--- config.mk ---
export PLATFORM = sky130hd
export DESIGN_NAME = axi_r_return_router_flat
export DESIGN_NICKNAME = d
export VERILOG_FILES = /design/src/rtl/axi_r_return_router_if.sv /design/src/rtl/axi_r_return_router.sv /design/src/flat_wrapper.sv
export SDC_FILE = /design/constraint.sdc
export NUM_CORES = 1
export LEC_CHECK = 0
export BUFFER_PORTS_ARGS = -buffer_cell sky130_fd_sc_hd__buf_2
export CORE_AREA = 2 2 85 87
export CTS_BUF_LIST = sky130_fd_sc_hd__clkbuf_8
export DETAILED_ROUTE_END_ITERATION = 6
export DIE_AREA = 0 0 87 89
export PLACE_DENSITY = 0.72
export SLEW_MARGIN = 20
export SYNTH_ARGS = -nofsm -noshare
export SYNTH_HDL_FRONTEND = slang
export SYNTH_SLANG_ARGS = --single-unit
--- constraint.sdc ---
create_clock -name clk -period 4.93 [get_ports clk]
set_clock_uncertainty 0.15 [all_clocks]
set_input_delay 0.7395 -clock clk [delete_from_list [all_inputs] [get_ports clk]]
set_output_delay 0.7395 -clock clk [all_outputs]
set_load 0.05 [all_outputs]
--- src/rtl/axi_r_return_router_if.sv ---
// Master-side AXI R channel bundle for the return router.
// master: router drives R payload/valid, samples rready.
interface axi_r_return_router_if #(
  parameter int ID_WIDTH   = 4,
  parameter int DATA_WIDTH = 32
);
  logic                  rvalid;
  logic                  rready;
  logic [DATA_WIDTH-1:0] rdata;
  logic [ID_WIDTH-1:0]   rid;
  logic [1:0]            rresp;
  logic                  rlast;

  modport master (
    output rvalid, rdata, rid, rresp, rlast,
    input  rready
  );

  modport slave (
    input  rvalid, rdata, rid, rresp, rlast,
    output rready
  );
endinterface

--- src/rtl/axi_r_return_router.sv ---
// Pops {slave_sel, arlen} from the read-order queue and steers that
// slave's R beats to one master port in AR issue order.
// Ports: clk, rst (async low); queue head/empty/dequeue;
// packed per-slave R inputs s_r*; master R bundle m_r; busy; len_error.
module axi_r_return_router #(
  parameter int NUM_SLAVES = 4,
  parameter int SEL_WIDTH  = 2,
  parameter int LEN_WIDTH  = 8,
  parameter int ID_WIDTH   = 4,
  parameter int DATA_WIDTH = 32
) (
  input  logic                             clk,
  input  logic                             rst,
  input  logic [SEL_WIDTH+LEN_WIDTH-1:0]   queue_head_data,
  input  logic                             queue_empty,
  output logic                             queue_dequeue,
  input  logic [NUM_SLAVES-1:0]            s_rvalid,
  output logic [NUM_SLAVES-1:0]            s_rready,
  input  logic [NUM_SLAVES*DATA_WIDTH-1:0] s_rdata,
  input  logic [NUM_SLAVES*ID_WIDTH-1:0]   s_rid,
  input  logic [NUM_SLAVES*2-1:0]          s_rresp,
  input  logic [NUM_SLAVES-1:0]            s_rlast,
  axi_r_return_router_if.master            m_r,
  output logic                             busy,
  output logic                             len_error
);

  typedef enum logic [1:0] {
    IDLE,
    ROUTE,
    DECERR
  } state_t;

  state_t               state;
  logic [SEL_WIDTH-1:0] sel;
  logic [LEN_WIDTH-1:0] len;
  logic [LEN_WIDTH-1:0] count;

  logic [SEL_WIDTH-1:0] head_sel;
  logic [LEN_WIDTH-1:0] head_len;
  logic                 head_ok;

  logic [NUM_SLAVES-1:0] sl_hot;
  logic                  sl_valid;
  logic                  sl_last;
  logic [DATA_WIDTH-1:0] sl_data;
  logic [ID_WIDTH-1:0]   sl_id;
  logic [1:0]            sl_resp;

  logic last;
  logic hs;

  assign head_sel = queue_head_data[SEL_WIDTH+LEN_WIDTH-1 -: SEL_WIDTH];
  assign head_len = queue_head_data[LEN_WIDTH-1:0];
  assign head_ok  = 32'(head_sel) < NUM_SLAVES;

  assign last = (count == len);
  assign hs   = m_r.rvalid & m_r.rready;
  assign busy = (state != IDLE);

  // Gated by rst so the pop stays low while reset is held.
  assign queue_dequeue = rst & (state == IDLE) & ~queue_empty;

  // Compare-based select keeps out-of-range codes from indexing.
  always_comb begin
    sl_hot   = '0;
    sl_valid = 1'b0;
    sl_last  = 1'b0;
    sl_data  = '0;
    sl_id    = '0;
    sl_resp  = '0;
    for (int i = 0; i < NUM_SLAVES; i++) begin
      if (sel == SEL_WIDTH'(i)) begin
        sl_hot[i] = 1'b1;
        sl_valid  = s_rvalid[i];
        sl_last   = s_rlast[i];
        sl_data   = s_rdata[i*DATA_WIDTH +: DATA_WIDTH];
        sl_id     = s_rid[i*ID_WIDTH +: ID_WIDTH];
        sl_resp   = s_rresp[i*2 +: 2];
      end
    end
  end

  always_comb begin
    m_r.rvalid = 1'b0;
    m_r.rdata  = '0;
    m_r.rid    = '0;
    m_r.rresp  = '0;
    m_r.rlast  = 1'b0;
    s_rready   = '0;
    unique case (state)
      ROUTE: begin
        m_r.rvalid = sl_valid;
        m_r.rdata  = sl_data;
        m_r.rid    = sl_id;
        m_r.rresp  = sl_resp;
        m_r.rlast  = last;
        s_rready   = sl_hot & {NUM_SLAVES{m_r.rready}};
      end
      DECERR: begin
        m_r.rvalid = 1'b1;
        m_r.rresp  = 2'b11;
        m_r.rlast  = last;
      end
      default: ;
    endcase
  end

  always_ff @(posedge clk or negedge rst) begin
    if (!rst) begin
      state     <= IDLE;
      sel       <= '0;
      len       <= '0;
      count     <= '0;
      len_error <= 1'b0;
    end else begin
      len_error <= 1'b0;
      unique case (state)
        IDLE: begin
          if (!queue_empty) begin
            sel   <= head_sel;
            len   <= head_len;
            count <= '0;
            state <= head_ok ? ROUTE : DECERR;
          end
        end
        ROUTE, DECERR: begin
          if (hs) begin
            count <= count + 1'b1;
            if (state == ROUTE && sl_last != last)
              len_error <= 1'b1;
            if (last)
              state <= IDLE;
          end
        end
        default: state <= IDLE;
      endcase
    end
  end

endmodule

--- src/flat_wrapper.sv ---
// flat-port wrapper written by rule: the top's interface ports become plain ports
module axi_r_return_router_flat 
#(
  parameter int NUM_SLAVES = 4,
  parameter int SEL_WIDTH  = 2,
  parameter int LEN_WIDTH  = 8,
  parameter int ID_WIDTH   = 4,
  parameter int DATA_WIDTH = 32
)
  (clk, rst, queue_head_data, queue_empty, queue_dequeue, s_rvalid, s_rready, s_rdata, s_rid, s_rresp, s_rlast, busy, len_error, m_r_rvalid, m_r_rdata, m_r_rid, m_r_rresp, m_r_rlast, m_r_rready);
  axi_r_return_router_if #(.ID_WIDTH(ID_WIDTH), .DATA_WIDTH(DATA_WIDTH)) m_r_i ();
  input  logic clk;
  input  logic rst;
  input  logic [SEL_WIDTH+LEN_WIDTH-1:0] queue_head_data;
  input  logic queue_empty;
  output logic queue_dequeue;
  input  logic [NUM_SLAVES-1:0] s_rvalid;
  output logic [NUM_SLAVES-1:0] s_rready;
  input  logic [NUM_SLAVES*DATA_WIDTH-1:0] s_rdata;
  input  logic [NUM_SLAVES*ID_WIDTH-1:0] s_rid;
  input  logic [NUM_SLAVES*2-1:0] s_rresp;
  input  logic [NUM_SLAVES-1:0] s_rlast;
  output logic busy;
  output logic len_error;
  output wire logic [$bits(m_r_i.rvalid)-1:0] m_r_rvalid;
  output wire logic [$bits(m_r_i.rdata)-1:0] m_r_rdata;
  output wire logic [$bits(m_r_i.rid)-1:0] m_r_rid;
  output wire logic [$bits(m_r_i.rresp)-1:0] m_r_rresp;
  output wire logic [$bits(m_r_i.rlast)-1:0] m_r_rlast;
  input wire logic [$bits(m_r_i.rready)-1:0] m_r_rready;
  assign m_r_rvalid = m_r_i.rvalid;
  assign m_r_rdata = m_r_i.rdata;
  assign m_r_rid = m_r_i.rid;
  assign m_r_rresp = m_r_i.rresp;
  assign m_r_rlast = m_r_i.rlast;
  assign m_r_i.rready = m_r_rready;
  axi_r_return_router #(.NUM_SLAVES(NUM_SLAVES), .SEL_WIDTH(SEL_WIDTH), .LEN_WIDTH(LEN_WIDTH), .ID_WIDTH(ID_WIDTH), .DATA_WIDTH(DATA_WIDTH)) u_core (.clk(clk), .rst(rst), .queue_head_data(queue_head_data), .queue_empty(queue_empty), .queue_dequeue(queue_dequeue), .s_rvalid(s_rvalid), .s_rready(s_rready), .s_rdata(s_rdata), .s_rid(s_rid), .s_rresp(s_rresp), .s_rlast(s_rlast), .m_r(m_r_i), .busy(busy), .len_error(len_error));
endmodule
After elaboration in Yosys (flattened, before gate mapping)
Index checks and enable logic that the tools add are counted.
{"block": "totals", "memories": 0, "output_inout_bits": 47, "ram_bits": 0, "latchBits": 0, "register_bits": 21, "mem_bits_ro": 0, "elab_cells": 70}
{"block": "classes", "reduce_logical": 9, "n_lt_le_gt_ge": 0, "n_bitwise": 5, "n_shift": 0, "add_sub_neg": 1, "muxes": 40, "n_eq_ne": 10, "n_div": 0, "mul": 0}
{"operator": "$mux W32", "n": 5}
{"operator": "$mux W4", "n": 6}
{"operator": "$mux W1", "n": 16}
{"operator": "$mux W8", "n": 2}
{"operator": "$pmux W8 S2", "n": 1}
{"operator": "$mux W2", "n": 7}
{"operator": "$add A8 B1 Y8 const B", "n": 1}
{"operator": "$eq A8 B8 Y1", "n": 1}
{"operator": "$pmux W2 S2", "n": 2}
{"operator": "$eq A2 B2 Y1 const B", "n": 3}
{"operator": "$reduce_and A3 Y1", "n": 2}
{"operator": "$and A4 B4 Y4", "n": 1}
{"operator": "$eq A2 B1 Y1 const B", "n": 2}
{"operator": "$logic_not A2 Y1", "n": 2}
{"operator": "$ne A2 B1 Y1 const B", "n": 2}
{"operator": "$reduce_bool A2 Y1", "n": 2}
{"operator": "$and A1 B1 Y1", "n": 3}
{"operator": "$ne A2 B2 Y1 const B", "n": 1}
{"operator": "$pmux W1 S2", "n": 1}
{"operator": "$reduce_and A2 Y1", "n": 1}
{"operator": "$reduce_or A2 Y1", "n": 1}
{"operator": "$logic_and A1 B1 Y1", "n": 1}
{"operator": "$ne A1 B1 Y1", "n": 1}
{"operator": "$not A1 Y1", "n": 1}

Depth between registers and ports, before layout
Gate-level depths: netlist (run 1).
{"block": "logic_depth", "ltp_word": 10, "ltp_mapped": 7, "ltp_nobuf": 5}

Worst setup path before layout (run 1)
Ideal clock, no wire load.
{"block": "synth_timing", "kind": "reg2out", "from": "reg u_core.state[0]", "to": "out s_rready[0]", "stages_incl_launch_ff": 5, "path_slack_ns": 1.661, "n_path_buf": 2, "t_arrival_ns": 2.380, "path_cell_list": "dfrtp_1 clkbuf_1 and2_1 buf_2 nor3b_1"}
{"block": "synth_between", "elab_chain_cells": 2}
{"element": "from (decl)", "line_no": "axi_r_return_router.sv:34", "source": "state_t state;"}
{"element": "from (signal assigned)", "line_no": "axi_r_return_router.sv:124", "source": "state <= head_ok ? ROUTE : DECERR;"}
{"element": "$eq A2 B1 Y1", "line_no": "axi_r_return_router.sv:91", "source": "unique case (state)"}
{"element": "$mux W4", "line_no": "axi_r_return_router.sv:91"}
{"element": "to (decl)", "line_no": "flat_wrapper.sv:18", "source": "output logic [NUM_SLAVES-1:0] s_rready;"}
No other way between the ends.

Worst setup path after layout (run 1)
{"block": "layout_timing", "from": "reg u_core.sel[0]", "to": "out m_r_rdata[17]"}
{"block": "layout_between", "elab_chain_cells": 6}
{"element": "from (decl)", "line_no": "axi_r_return_router.sv:35", "source": "logic [SEL_WIDTH-1:0] sel;"}
{"element": "from (signal assigned)", "line_no": "axi_r_return_router.sv:121", "source": "sel <= head_sel;"}
{"element": "$logic_not A2 Y1", "line_no": "axi_r_return_router.sv:73", "source": "if (sel == SEL_WIDTH'(i)) begin"}
{"element": "$mux W32 (3 in a row)", "line_no": "axi_r_return_router.sv:73"}
{"element": "$mux W32 (*)", "line_no": "axi_r_return_router.sv:73"}
{"element": "$mux W32 (*)", "line_no": "axi_r_return_router.sv:91"}
{"element": "to (decl)", "line_no": "flat_wrapper.sv:26", "source": "output wire logic [$bits(m_r_i.rdata)-1:0] m_r_rdata;"}
Mark *: on every way between the ends. The rest lies on a longest branch, timed or not.

==> results.cfg, run 1 <==
[outcome]
status = completed

[timing]
min_period_ns = 3.51
hold_violations = 0
max_slew_margin_pct = 35.1
worst_pin_slew_ns = 0.974
fin_setup_tns_ns = 0
setup_viol = 0
fin_crit_sh_pct = 71.1
grt_setup_unrepaired = false
slew_viol_final = 0
fmax_mhz = 285

[synth]
ys_ff_latch = 20
syn_inst = 182
syn-num-nets = 357
yosys_warnings = 0
avgSynthCellArea_um2 = 12.2
synth.distinct_cells = 26
syn-cell-area_um2 = 2210
seq_area_frac_synth_pct = 22.6

[layout]
nets = 567
drive_above_1_share_pct = 71.9
syn2layout_area_growth_pct = 53.8
nFillCells = 628
final_cells = 471
diodes = 0
layout_commonest_cell = buf_2
final_cell_mix = buf_2 (220), and2_1 (42), mux4_2 (40), dfrtp_1 (18), xor2_1 (13)

[cts]
htreeDepth = 1
cts_tree = yes
cts_resized = 0
postCtsSetupRepairBufs = 0
cts_sinks = 20
cts.clk_slew.worst_paths_ns = 0.07
cts_buffers = 3
cts_buffer_depth = 2
clk_latency_ns = 0.25
clock-root-buffer = clkbuf_8
cts_hold_buf = 0

[drt]
drc = 0
ant_nets = 0
drt_iter0_drc = 65
avgRoutedWirePerCell_um = 16.8
vias_per_cell = 5.10
dr.pass1.iters = 4
wl_um = 7910
num_vias = 2402

[job]
cap_violations = 0

[die]
row_count = 30
die_x_um = 87
initial_core_util_pct = 32.9
io_pins = 221
die_y_um = 89
dieArea_um2 = 7740
coreArea_um2 = 6720

[placement]
port_buffers = 220
placedCellCount = 467
place.gp.congestion = 0.784
dp.final_hpwl_um = 6560

[power]
p_int_uw = 940
seqPwrFrac_pct = 18.9
pwr-share-comb_pct = 75.5
ir_drop_mv = 0.392
p_sw_share_pct = 56.5
p_leak_nw = 1.72
p_clk_share_pct = 5.6
power_per_cell_area_nw_per_um2 = 636
p_switching_mw = 1.22

[grt]
grt_pass1_wl_um = 11400
overflow = 0
grt_antenna_before_repair = 0
grt_max_degree = 47
grtUsageTotal_pct = 18.6
grt_pass1_vias = 2444

[critical_path]
end_kind = output pin
worstPathRequired_ns = 4.04
reg2reg_depth = 4
r2r_slack_ns = 2.53
arrival_ns = 2.62
worstSetupPathType = flop to output pin
setup.worst_path.start_class = flop
slowest_stage = dfrtp_2
cp_cell_sequence = buf_4, mux4_2, and2_1, buf_2
worstPathMaxFanout = 32
max_stage_delay_ns = 1.01

[worst_hold_path]
hold_class = primary input to async pin
flip-flops by register name, indices dropped and copies added, names as in the netlist:
name	count
u_core.sel	2
u_core.state	1
u_core.len_error	1
u_core.count	8
u_core.len	8
per-stage QoR:
step	area, µm²	hold WS (ns)	power (mW)	utilization (%)	worst slack, ns
6_report	3400	0.277	2.16	50.6	1.42
5_1_grt	3400	0.305	2.29	50.6	1.20
4_1_cts	3400	0.289	2.19	50.6	1.34
3_5_place_dp	3350	0.369	2.06	49.8	1.63
3_3_place_gp	3350	0.368	2.03	49.8	1.69
2_1_floorplan	2210	0.294	1.71	-	1.66
cell families (layout without fill, tap and decap cells):
kind of cell             Yosys count  after routing  synth area share, %
AND/OR/NAND/NOR                   72             72                 19.5
multiplexers                      52             52                 46.7
flip-flops                        20             20                 22.6
buffers and inverters             18            227                 4.13
XOR/XNOR                          13             13                 5.15
AO/OA/AOI/OAI                      6              6                 1.36
adder cells (fa/ha/maj)            1              1                0.566
metal layers:
metal  global-route usage [%]  vias up  part of all wire [%]
met5                        0        -                     0
met4                     3.27        0                   1.1
met3                     3.51       10                   8.4
met2                     34.5      138                    53
met1                     22.8     1143                    37
li1                         -     1111                     -
critical path, delay by kind of cell, from the launching register on:
kind                   cells  cell delay [ns]
and+or+nand+nor            1             0.17
DFF                        1             1.01
muxes                      1             0.56
buffers and inverters      2             0.62
layout make-up:
type	instances	area [µm²]	share of cell area [%]
Sequential cell	20	503	14.8
Timing Repair Buffer	223	1120	33.0
Multi-Input combinational cell	144	1620	47.6
Clock buffer	4	55.1	1.62
Tap cell	80	100	2.94
Yosys cell counts:
library cell   n  area (µm²)
dfrtp_1       20         500
ha_1           1        12.5
nand2_2        1        6.26
nand4_1        3        18.8
nor2b_1        1        6.26
xor2_1        13         114
mux4_2        40         901
mux2_2        10         113
and3b_1        1        8.76
nor4_1         2        12.5
nand2_1        3        11.3
clkbuf_1       8        30.0
buf_1          1        3.75
buf_6          2        22.5
buf_2          7        35.0
nor3b_1        1        7.51
o21ai_1        1        5.00
nand3_1        3        15.0
nor2_1         8        30.0
and2_1        42         263
o21ai_0        3        15.0
mux2i_1        2        20.0
a21oi_1        2        10.0
and3_1         4        25.0
and4_1         2        17.5
and2_4         1        8.76
power by group through the flow:
stage	Combinational, mW	Clock, mW	Sequential [mW]
2_1_floorplan	1.43	0	0.282
3_3_place_gp	1.62	0	0.410
3_5_place_dp	1.64	0	0.416
4_1_cts	1.65	0.129	0.413
5_1_grt	1.72	0.133	0.437
6_report	1.63	0.122	0.408
path summary, 6_finish.rpt:
path                                                    end                 startpoint
worst max-delay path                          m_r_rdata[17]  u_core.sel[0]$_DFFE_PN0P_
worst min-delay path              u_core.sel[1]$_DFFE_PN0P_                        rst
worst max register to register  u_core.count[2]$_DFFE_PN0P_  u_core.sel[0]$_DFFE_PN0P_
worst min register to register    u_core.len[0]$_DFFE_PN0P_  u_core.len[0]$_DFFE_PN0P_
max in group asynchronous         u_core.sel[0]$_DFFE_PN0P_                        rst
min in group clk                  u_core.len[0]$_DFFE_PN0P_  u_core.len[0]$_DFFE_PN0P_
Power figures use the tool's default switching activity.
==> inputs of run 2 (changes only) <==
--- a/config.mk
+++ b/config.mk
@@ -6,10 +6,10 @@
 export NUM_CORES = 1
 export LEC_CHECK = 0
 export BUFFER_PORTS_ARGS = -buffer_cell sky130_fd_sc_hd__buf_2
-export CORE_AREA = 2 2 85 87
+export CORE_AREA = 2 2 87 89
 export CTS_BUF_LIST = sky130_fd_sc_hd__clkbuf_8
 export DETAILED_ROUTE_END_ITERATION = 6
-export DIE_AREA = 0 0 87 89
+export DIE_AREA = 0 0 89 91
 export PLACE_DENSITY = 0.72
 export SLEW_MARGIN = 20
 export SYNTH_ARGS = -nofsm -noshare
==> constraint.sdc (replaced) <==
create_clock -name clk -period 3.1 [get_ports clk]
set_clock_uncertainty 0.15 [all_clocks]
set_input_delay 0.465 -clock clk [delete_from_list [all_inputs] [get_ports clk]]
set_output_delay 0.465 -clock clk [all_outputs]
set_load 0.05 [all_outputs]
==> results.cfg, run 2 (synthesis gave the netlist of run 1 again) <==
[cts]
cts_sinks = 20
cts_buffers = 3
cts_hold_buf = 0
cts_buffer_depth = 2
cts.clk_slew.worst_paths_ns = 0.08
clock-root-buffer = clkbuf_8
cts_tree = yes
htreeDepth = 1
clk_latency_ns = 0.26
cts_resized = 0
postCtsSetupRepairBufs = 0

[critical_path]
worstPathMaxFanout = 36
arrival_ns = 2.12
slowest_stage = dfrtp_2
cp_cell_sequence = buf_4, mux4_2, and2_1, buf_2
worstPathRequired_ns = 2.48
crit_buf_inv = 2
max_stage_delay_ns = 0.90
worstSetupPathType = flop to output pin
end_kind = output pin
cpLargestDelayFamily = flip-flops
setup.worst_path.start_class = flop

[die]
row_count = 31
coreArea_um2 = 7140
die_x_um = 89
initial_core_util_pct = 31.0
io_pins = 221
die_y_um = 91
dieArea_um2 = 8100

[grt]
overflow = 0
grt-busiest-layer = met2
grt_util_met2_pct = 36.1
use_met3_pct = 3.64
grt_pass1_vias = 2623
grt_max_degree = 46
grt_pass1_wl_um = 12500
grt_antenna_before_repair = 0
grtUsageTotal_pct = 19.5
grt_use_met1_pct = 23.3

[timing]
min_period_ns = 2.74
grt_setup_unrepaired = false
fin_crit_sh_pct = 88.3
max_slew_margin_pct = 45.8
fmax_mhz = 365
worst_pin_slew_ns = 0.812
holdWs_ns = -0.00373
fin_setup_tns_ns = 0
setup_viol = 0
slew_viol_final = 0
hold_violations = 12

[drt]
avgRoutedWirePerCell_um = 16.8
dr.pass1.iters = 4
drc = 0
wl_um = 8290
drt_iter0_drc = 84
ant_nets = 0
num_vias = 2446
vias_per_cell = 4.97

[job]
cap_violations = 0

[power]
ir_drop_mv = 0.426
finalPower_mw = 3.58
power_per_cell_area_nw_per_um2 = 1030
p_leak_nw = 1.74

[outcome]
violations = negative hold slack
status = complete, but fails checks

[layout]
fin_util_pct = 48.6
top_regs = u_core.count: 8 flops, u_core.len: 8 flops, u_core.sel: 2 flops
nets = 569
multi_input_area_um2 = 1620
nFillCells = 705
final_cell_mix = buf_2 (220), and2_1 (42), mux4_2 (40), dfrtp_1 (18), xor2_1 (13)
drive_above_1_share_pct = 72.0
layout_commonest_cell = buf_2
final_area_um2 = 3470
syn2layout_area_growth_pct = 56.8
regArea_um2 = 503
diodes = 0

[placement]
dpl_cell_area_um2 = 3400
port_buffers = 220
dp.final_hpwl_um = 6960
place.gp.congestion = 0.904

[worst_hold_path]
hold_class = primary input to async pin
==> run 2: changes by cell type in the layout (fill, tap and decap cells not counted), sizes merged <==
cell    change
buf         +2
bufinv      +1
clkbuf      -1
==> run 2: metal layers <==
layer	vias to the layer above	share of wire [%]
met4	0	0.93
met3	8	8.5
met2	140	54
met1	1181	37
met5	-	0
li1	1117	-
==> run 2: worst paths after layout <==
kind | start | to | slack [ns] | depth (start not counted)
hold reg to reg | u_core.len[3]$_DFFE_PN0P_ | u_core.len[3]$_DFFE_PN0P_ | 0.39 | 1
min in group clk | queue_head_data[2] | u_core.len[2]$_DFFE_PN0P_ | 0.28 | 2
setup / recovery | u_core.sel[1]$_DFFE_PN0P_ | m_r_rdata[18] | 0.36 | 4
max in group asynchronous | rst | u_core.sel[1]$_DFFE_PN0P_ | 2.46 | 1
hold / removal | rst | u_core.len[2]$_DFFE_PN0P_ | -0.004 | 1
setup reg to reg | u_core.sel[1]$_DFFE_PN0P_ | u_core.count[2]$_DFFE_PN0P_ | 1.00 | 4
==> run 2: final cells by class <==
class | count | area share (%)
Multi-Input combinational cell | 144 | 46.7
Timing Repair Buffer | 225 | 33.2
Sequential cell | 20 | 14.5
Tap cell | 99 | 3.57
Clock inverter | 1 | 0.865
Clock buffer | 3 | 1.19
==> run 2: worst reg2reg max path, cell delays in order (launching register included) <==
cell,delay (ns)
dfrtp_2,0.90
mux4_2,0.51
and2_4,0.23
nand2_2,0.07
mux2i_1,0.17
==> run 2: stage by stage <==
step / setup slack (ns) / hold slack [ns] / instances
after global placement: 0.700 / 0.286 / 488
after detailed placement: 0.664 / 0.297 / 488
after CTS: 0.366 / 0.00779 / 492
after global routing: 0.249 / 0.0296 / 492
after floorplan: 0.105 / 0.0194 / 182
final: 0.361 / -0.00373 / 492
==> run 2: power by group <==
group | internal (mW) | leakage (nW) | switching (mW) | total, mW
logic | 1.05 | 1.45 | 1.72 | 2.77
registers | 0.362 | 0.247 | 0.184 | 0.547
clock network | 0.172 | 0.0357 | 0.0919 | 0.264
total | 1.58 | 1.74 | 1.99 | 3.58
